File: src/rtl/dtack_wait_state_generator.sv
// dtack_wait_state_generator
// Generates the 68k DTACK and BERR responses from decoded channel selects.
// Each channel acknowledges in one of two ways:
//   - after a programmable number of wait states, or
//   - by passing through its device's own DTACK.
// A watchdog raises BERR when a selected device never acknowledges.
// All outputs are registered and are driven from the next-state value.
module dtack_wait_state_generator #(
    parameter int NUM_CH         = 4,
    parameter int WS_WIDTH       = 4,
    parameter int TO_WIDTH       = 8,
    parameter int TIMEOUT_CYCLES = 200
) (
    input  logic                         Clk,
    input  logic                         Reset_H,
    input  logic                         AS_L,
    input  logic [NUM_CH-1:0]            Select_H,
    input  logic [NUM_CH-1:0]            ExtMode_H,
    input  logic [NUM_CH-1:0]            ExtDtack_L,
    input  logic [NUM_CH*WS_WIDTH-1:0]   WaitStates,
    input  logic                         ClearFlag_H,
    output logic                         DtackOut_L,
    output logic                         BErrOut_L,
    output logic                         Busy_H,
    output logic                         TimeoutFlag_H,
    output logic [NUM_CH-1:0]            TimeoutChan_H
);

    typedef enum logic [2:0] {
        S_ARM,
        S_IDLE,
        S_WAIT,
        S_ACK,
        S_BERR
    } state_t;

    // Timeout fires on the edge where the counter, cleared at cycle start,
    // has counted TIMEOUT_CYCLES-1 WAIT edges. A value of 0 disables it.
    localparam logic [TO_WIDTH-1:0] TO_LAST = TO_WIDTH'(TIMEOUT_CYCLES - 1);
    localparam logic                TO_EN   = (TIMEOUT_CYCLES != 0);

    state_t                r_state;
    state_t                w_next;

    logic [NUM_CH-1:0]     r_ch_oh;     // latched channel, all 0 = default region
    logic                  r_ext_mode;
    logic [WS_WIDTH-1:0]   r_ws;
    logic [WS_WIDTH-1:0]   r_ws_cnt;
    logic [TO_WIDTH-1:0]   r_to_cnt;
    logic [NUM_CH-1:0]     r_ext_q;     // device DTACKs as sampled on the previous edge

    logic [NUM_CH-1:0]     w_sel_oh;
    logic                  w_sel_ext;
    logic [WS_WIDTH-1:0]   w_sel_ws;
    logic                  w_start;
    logic                  w_ack;
    logic                  w_timeout;
    logic                  w_to_fire;

    // Lowest-index select wins; pick up its mode and wait-state count
    always_comb begin
        w_sel_oh  = Select_H & (~Select_H + NUM_CH'(1));
        w_sel_ext = |(w_sel_oh & ExtMode_H);
        w_sel_ws  = '0;
        for (int i = 0; i < NUM_CH; i++) begin
            if (w_sel_oh[i])
                w_sel_ws = WaitStates[i*WS_WIDTH +: WS_WIDTH];
        end
    end

    // Acknowledge and timeout conditions evaluated while waiting
    always_comb begin
        w_start   = (r_state == S_IDLE) && !AS_L;
        if (r_ext_mode)
            w_ack = |(r_ch_oh & ~r_ext_q);
        else
            w_ack = (r_ws_cnt == r_ws);
        w_timeout = TO_EN && (r_to_cnt == TO_LAST);
    end

    // Next-state logic; abort beats ack, and ack beats timeout
    always_comb begin
        w_next = r_state;
        case (r_state)
            S_ARM:  if (AS_L)    w_next = S_IDLE;
            S_IDLE: if (!AS_L)   w_next = S_WAIT;
            S_WAIT: begin
                if (AS_L)           w_next = S_IDLE;
                else if (w_ack)     w_next = S_ACK;
                else if (w_timeout) w_next = S_BERR;
            end
            S_ACK:  if (AS_L)    w_next = S_IDLE;
            S_BERR: if (AS_L)    w_next = S_IDLE;
            default:             w_next = S_ARM;
        endcase
        w_to_fire = (r_state == S_WAIT) && (w_next == S_BERR);
    end

    // State register and Moore outputs registered from the next state
    always_ff @(posedge Clk) begin
        if (Reset_H) begin
            r_state    <= S_ARM;
            DtackOut_L <= 1'b1;
            BErrOut_L  <= 1'b1;
            Busy_H     <= 1'b0;
        end else begin
            r_state    <= w_next;
            DtackOut_L <= (w_next != S_ACK);
            BErrOut_L  <= (w_next != S_BERR);
            Busy_H     <= (w_next == S_WAIT) || (w_next == S_ACK) || (w_next == S_BERR);
        end
    end

    // Per-cycle latches and saturating wait/timeout counters
    always_ff @(posedge Clk) begin
        if (Reset_H) begin
            r_ch_oh    <= '0;
            r_ext_mode <= 1'b0;
            r_ws       <= '0;
            r_ws_cnt   <= '0;
            r_to_cnt   <= '0;
            r_ext_q    <= '1;
        end else begin
            r_ext_q <= ExtDtack_L;
            if (w_start) begin
                r_ch_oh    <= w_sel_oh;
                r_ext_mode <= w_sel_ext;
                r_ws       <= w_sel_ws;
                r_ws_cnt   <= '0;
                r_to_cnt   <= '0;
            end else if (r_state == S_WAIT) begin
                if (r_ws_cnt != '1) r_ws_cnt <= r_ws_cnt + WS_WIDTH'(1);
                if (r_to_cnt != '1) r_to_cnt <= r_to_cnt + TO_WIDTH'(1);
            end
        end
    end

    // Sticky timeout status; a new timeout overrides a same-edge clear
    always_ff @(posedge Clk) begin
        if (Reset_H) begin
            TimeoutFlag_H <= 1'b0;
            TimeoutChan_H <= '0;
        end else if (w_to_fire) begin
            TimeoutFlag_H <= 1'b1;
            TimeoutChan_H <= r_ch_oh;
        end else if (ClearFlag_H) begin
            TimeoutFlag_H <= 1'b0;
            TimeoutChan_H <= '0;
        end
    end

endmodule

File: config.mk
export PLATFORM = sky130hd
export DESIGN_NAME = dtack_wait_state_generator
export DESIGN_NICKNAME = d
export VERILOG_FILES = /design/src/rtl/dtack_wait_state_generator.sv
export SDC_FILE = /design/constraint.sdc
export NUM_CORES = 1
export LEC_CHECK = 0
export ABC_AREA = 1
export CAP_MARGIN = 0
export CELL_PAD_IN_SITES_DETAIL_PLACEMENT = 0
export CELL_PAD_IN_SITES_GLOBAL_PLACEMENT = 2
export CORE_MARGIN = 2
export CORE_UTILIZATION = 27
export DETAILED_ROUTE_END_ITERATION = 12
export PLACE_DENSITY = 0.82
export SLEW_MARGIN = 20
export SYNTH_ARGS = -nofsm -noshare
export SYNTH_HDL_FRONTEND = slang
export SYNTH_SLANG_ARGS = --single-unit
File: constraint.sdc
create_clock -name Clk -period 2.19 [get_ports Clk]
set_input_delay 0.219 -clock Clk [delete_from_list [all_inputs] [get_ports Clk]]
set_output_delay 0.219 -clock Clk [all_outputs]
set_load 0.1 [all_outputs]
==> impl_results.md, run 1 <==
- Starting Density: between 20 and 30%
- Minimum clock period: ~1.6 ns
- Pre-Repair DR Iteration Count: 4
- Grt total ovfl: 0
- P per Cell Area: between 600 and 700 nW/um2
- DR vias/cell: between 4 and 5
- Ys flop type: dfxtp_1
- Top Ports: 40
- Vias in the first global route: between 1,000 and 1,500
- Core area: 5960 um2
- DR WL/cell: 10.7 um
- Worst path bufs/invs: 3
- Largest area contributor in the netlist: dfxtp_1
- Synthesized instance count: 225
- Critical path's top delay family: simple AND/OR/NAND/NOR gates
- Total power: roughly 1400 uW
- Synth Cell Area: approximately 1700 um2
- Crit Reg-Reg Startpoint: r_to_cnt[0]
- Placer Congestion: about 0.71
- Routed wire length: roughly 3700 um
- Hold Buf Count CTS: 0
- Peak Freq: roughly 0.61 GHz
- Hold Path End: TimeoutFlag_H
- H-Tree Depth: 2
- Syn-to-layout area delta: 35.3%
- Critical path class: register to register
- Worst path arrival time: about 1.9 ns
- EDFF count, synth: 0
- Clock Latency Late Sink: roughly 0.29 ns
- Leak pwr: between 0.0009 and 0.001 uW
- Post-synth top area share: a little over two fifths
- Die Area: slightly below 7000 um2
- Share of cells above drive strength 1: about an eighth
- Reg2reg end: Busy_H
- Synthesized flop and latch total: 36
- Remaining DRCs: 0
- Rows: 28
- Most frequent cells after synthesis: nand2_1 (43), dfxtp_1 (36), inv_1 (32), a21oi_1 (25)
- Cts repair resizes: 0
- Critical path's slowest cell: dfxtp_1
- Clock slew seen by the registers of the worst setup and hold paths: approximately 0.08 ns
- Vias: around 1,600
- Reg2reg setup slack: between 0.5 and 0.6 ns
- Pin count of the biggest net entering global routing: 17
- Post-synth ARST share: 0%
- Max FO, Critical Path: 5
- RSZ-0062 raised after global routing: no
- Clk_skew: approximately 0.0067 ns
- Drt first-iter violations: 56
- Width of the die: between 80 and 90 um
- Inserted Clock Buffers: 5
- Number of max-cap violations: 0
- DP Wirelength: approximately 3000 um
- Synth warnings: 0
- Hold WC Path Type: register to register
- Fin crit share: between 70% and 80%
- PortBufs: 39
- Ant diodes: 0
- Area contributors post-synth: dfxtp_1 (43%), nand2_1 (9.7%), a21oi_1 (7.5%), inv_1 (7.2%), o21ai_0 (4.5%)
- HP Start: TimeoutFlag_H
- CTS Root Cell: clkbuf_8
- Final nets: between 300 and 400
- Slew HR: 72.8%
- Post-Route Setup TNS: 0 ns
- Tightest Pin Transition: 0.407 ns
- Crit path cell chain: ha_1 -> inv_1 -> nor3_1 -> nand2_1 -> a21oi_1 -> buf_4 -> nand2_1 -> nor2_1 -> inv_2 -> nand2_1
- CP required: roughly 2.4 ns
- Avg Cell Area, Syn: ~7.4 um2
- Die Y: 82.7 um
- Status: finished clean
- Critical path's largest stage delay: roughly 0.38 ns
- CTS tree: built
- Post-synthesis sequential area ratio: 43.1%
- Worst setup EP type: register
- Initial antenna violation count: 0
- Postcts setup bufs: 0
- Total GRT Usage: 12.0%
- Top cell by count, worst path: nand2_1
- Critical path launch point type: register
- Hold path depth: 2
- Post-Synthesis Net Count: around 260
- Final Hold Viols: 0
- Slew Limit Fails: 0
- Dominant cell by count in the synthesized netlist: nand2_1
- Final ANT Viol Nets: 0
- Total clock sinks: 36
- CTS Buffer Depth: 2
- Netlist cell types: 29
- R2r worst-path depth: 10
- Max VDD drop: ~0.00028 V
- Final setup viols: 0
- First-pass GRT wire length: between 6000 and 7000 um
power breakdown:
group / leakage (uW) / switching (uW) / internal (uW) / total (uW)
Clock: 0.0000541 / 248 / 337 / 585
Sequential: 0.000293 / 14.2 / 674 / 689
Combinational: 0.000590 / 80.4 / 87.6 / 168
stage by stage:
step,setup slack [ns],area [um2],hold slack [ns],std cells,util [%]
6_report,0.560,2260,0.469,348,37.9
5_1_grt,0.334,2260,0.491,348,37.9
4_1_cts,0.537,2260,0.472,348,37.9
3_5_place_dp,0.463,2150,0.460,340,36.1
3_3_place_gp,0.456,2150,0.456,340,36.1
2_1_floorplan,0.637,1670,0.312,225,-
metal layers:
metal | part of all wire (%) | global-route usage (%) | wire (um) | vias to the layer above
met2 | 44 | 19.3 | 1660 | 40
met3 | 5.5 | 4.02 | 207 | 4
li1 | - | - | - | 842
met5 | 0 | 0 | 0 | -
met4 | 1.2 | 4.43 | 44 | 0
met1 | 49 | 14.9 | 1820 | 665
sequential cells by signal (all words and copies together), names as in the netlist, 3 cells and up:
| signal | flops |
|---|---|
| r_state | 3 |
| r_to_cnt | 8 |
| TimeoutChan_H | 4 |
| r_ws | 4 |
| r_ch_oh | 4 |
| r_ext_q | 4 |
| r_ws_cnt | 4 |
tightest hold or removal path, cell delays in order (launching register included):
cell and delay [ns]:
dfxtp_1 0.31, nand2_1 0.06, a21oi_1 0.05
placed cells by master (no fill, tap or decap):
cell / Yosys / routed
inv_2: 3 / 3
dfxtp_1: 36 / 36
clkinvlp_4: 0 / 1
or2_2: 4 / 4
a21oi_1: 25 / 25
nor3_4: 2 / 2
bufinv_16: 0 / 1
clkdlybuf4s50_1: 0 / 31
a22o_1: 4 / 4
ha_1: 2 / 2
a31oi_1: 4 / 4
nand2_1: 43 / 43
clkinv_2: 0 / 1
nand4_1: 6 / 6
o211ai_1: 1 / 1
inv_1: 32 / 32
inv_4: 1 / 1
o21ai_1: 4 / 4
clkbuf_8: 0 / 5
a31oi_2: 1 / 1
a21boi_0: 1 / 1
nand2_4: 1 / 1
or2_0: 2 / 2
buf_4: 0 / 11
xnor2_1: 1 / 1
nor2_1: 15 / 15
o31ai_1: 1 / 1
o21ai_0: 15 / 15
nor3_1: 3 / 3
nand3_1: 13 / 13
nor3b_2: 1 / 1
a21oi_4: 1 / 1
a41oi_1: 1 / 1
final cells by class:
cell class	count	area, um2
clock buffers	5	68.8
flip-flops and latches	36	721
inverters	36	138
repair buffers	42	393
multi-input cells	151	803
well taps	75	93.8
clock inverters	3	42.5
fillers	642	3700
logic make-up after synthesis:
| logic type | synth area share, % |
|---|---|
| compound gates | 20.4 |
| xor+xnor | 0.524 |
| fa+ha+maj | 1.50 |
| buf+inv | 8.76 |
| flops | 43.1 |
| simple gates | 25.7 |
worst max-delay path by stage:
stage	start	endpoint	slack, ns	cells after the start
2_1_floorplan	r_to_cnt[0]	TimeoutChan_H[0]	0.64	8
3_3_place_gp	AS_L	r_to_cnt[5]	0.46	8
3_5_place_dp	AS_L	r_to_cnt[5]	0.46	8
6_report	r_to_cnt[0]	Busy_H	0.56	10
4_1_cts	r_to_cnt[0]	Busy_H	0.54	10
5_1_grt	r_state[0]	r_ws_cnt[0]	0.33	8
Power figures use the tool's default switching activity.
==> inputs of run 2 (changes only) <==
- clock period: 2.19 -> 1.5 ns (I/O delays scaled with it)
==> impl_results.md, run 2 (synthesis results as in run 1) <==
- Status: finished clean
- Final core utilization: 43.3% (+5.4 points)
- Total GRT Usage: 12.7% (+0.75 points)
- Slew HR: 80.6% (+7.9 points)
- Drt first-iter violations: 52 (-7.1%)
- H-Tree Depth: 2 (unchanged)
- DR vias/cell: 4.43 (-0.52%)
- CTS tree: built
- Pin count of the biggest net entering global routing: 16 (-1)
- CTS Buffer Depth: 2 (unchanged)
- Largest register FFs: 8 (unchanged)
- Top Ports: 40 (unchanged)
- Leak pwr: 0.00107 uW (+14%)
- Max FO, Critical Path: 5 (unchanged)
- Hold Buf Count CTS: 0 (unchanged)
- RSZ-0062 raised after global routing: yes
- CP required: 1.69 ns (-0.73 ns)
- Max VDD drop: 0.000431 V (+54%)
- Number of max-cap violations: 0 (unchanged)
- Slew Limit Fails: 0 (unchanged)
- Core area: 5960 um2 (unchanged)
- Final ANT Viol Nets: 0 (unchanged)
- Vias: 1,636 (+5.5%)
- Layout fillers: 615 (-4.2%)
- Width of the die: 82.7 um (unchanged)
- Worst setup EP type: register
- Ant diodes: 0 (unchanged)
- Share of cells above drive strength 1: 23.5% (+11 points)
- Syn-to-layout area delta: 54.5%
- Grt total ovfl: 0 (unchanged)
- Vias in the first global route: 1,520 (+4.2%)
- Critical path launch point type: register
- Commonest non-fill, non-tap cell in the layout: nand2_1
- Final setup viols: 0 (unchanged)
- Largest Register: r_to_cnt
- P per Cell Area: 781 nW/um2 (+22%)
- Total power: 2010 uW (+40%)
- Hold WC Path Type: input port to register
- Rows: 28 (unchanged)
- Die Area: 6830 um2 (unchanged)
- Total clock sinks: 36 (unchanged)
- Initial antenna violation count: 0 (unchanged)
- Reg2reg setup slack: 0.009 ns (-0.55 ns)
- PortBufs: 39 (unchanged)
- First-pass GRT wire length: 6560 um (+5.2%)
- Most frequent cells in the layout: nand2_1 (41), inv_1 (31), clkdlybuf4s50_1 (31)
- Clock Latency Late Sink: 0.29 ns (about the same)
- Die Y: 82.7 um (unchanged)
- Final nets: 327 (+6.9%)
- Peak Freq: 0.671 GHz (+9.3%)
- Final Hold Viols: 0 (unchanged)
- Clock slew seen by the registers of the worst setup and hold paths: 0.08 ns (about the same)
- Pre-Repair DR Iteration Count: 4 (unchanged)
- Worst path arrival time: 1.68 ns (-0.18 ns)
- Fin crit share: 99.4% (+25 points)
- Remaining DRCs: 0 (unchanged)
- Placer Congestion: 0.730 (+2.3%)
- Final instance area: 2580 um2 (+14%)
- Clk_skew: 0.00877 ns (+0.00208 ns)
- CTS Root Cell: clkbuf_8
- DP Wirelength: 3190 um (+7.2%)
- Inserted Clock Buffers: 5 (unchanged)
- DR WL/cell: 10.9 um (+1.9%)
- Routed wire length: 4040 um (+8.1%)
- Starting Density: 28.0% (unchanged)
- Post-placement cell area: 2390 um2 (+11%)
- Tightest Pin Transition: 0.288 ns (-0.120 ns)
- Critical path class: register to register
- Minimum clock period: 1.49 ns (-0.139 ns)
run 2: cell types whose count changed in the layout (fill, tap and decap cells not counted), sizes merged:
cell      previous run  this run
buf                 11        32
bufinv               1         0
clkbuf               5         8
clkinv               1         0
clkinvlp             1         0
run 2: through the flow:
| stage | hold WS, ns | instances | TNS (ns) | setup slack [ns] |
|---|---|---|---|---|
| after floorplan | 0.243 | 225 | 0 | 0.0338 |
| after global placement | 0.462 | 359 | 0 | 0.0176 |
| after detailed placement | 0.467 | 359 | -0.00878 | -0.00434 |
| after CTS | 0.413 | 367 | 0 | 0.000411 |
| after global routing | 0.424 | 369 | -0.489 | -0.0757 |
| final | 0.417 | 369 | 0 | 0.00905 |
run 2: final timing paths:
check	start	end	cells after the start
hold reg to reg	r_ch_oh[1]	r_ch_oh[1]	2
setup / recovery	r_state[1]	r_to_cnt[7]	10
hold / removal	ExtDtack_L[0]	r_ext_q[0]	2
setup reg to reg	r_state[1]	r_to_cnt[7]	10
run 2: final cells by class:
cell class	count	area (um2)	area share, %
multi-input combinational	151	868	33.7
sequential	36	728	28.2
timing repair buffer	63	662	25.7
inverter	36	138	5.33
tap	75	93.8	3.64
clock buffer	8	90.1	3.49
run 2: per-layer routing:
layer	routed length, um	share of wire, %	vias to the layer above	track usage (%)
met4	36	0.89	0	3.93
li1	-	-	889	-
met2	1730	43	35	19.2
met1	2040	50	708	16.7
met5	0	0	-	0
met3	232	5.7	4	5.00
run 2: critical path, stage by stage (launching register included):
cell     delay (ns)
dfxtp_2        0.34
inv_2          0.05
nor3_4         0.20
buf_6          0.14
inv_4          0.04
a21oi_4        0.20
nand2_4        0.09
nor3_4         0.15
nand3_1        0.09
nand2_1        0.07
nor2_1         0.04
run 2: report_power, final:
group | leakage [uW] | internal, uW | total, uW | switching, uW
Combinational | 0.000732 | 160 | 292 | 132
Clock | 0.0000455 | 375 | 716 | 341
Sequential | 0.000296 | 986 | 1010 | 20.3
Total | 0.00107 | 1520 | 2010 | 493
run 2: repair_timing:
| item | in CTS | in global routing |
|---|---|---|
| endpoints found under the setup margin | 4 | 18 |
| gates cloned | 0 | 0 |
| resized for setup | 4 | 22 |
| buffers inserted | 0 | 2 |
| pin swaps | 4 | 9 |
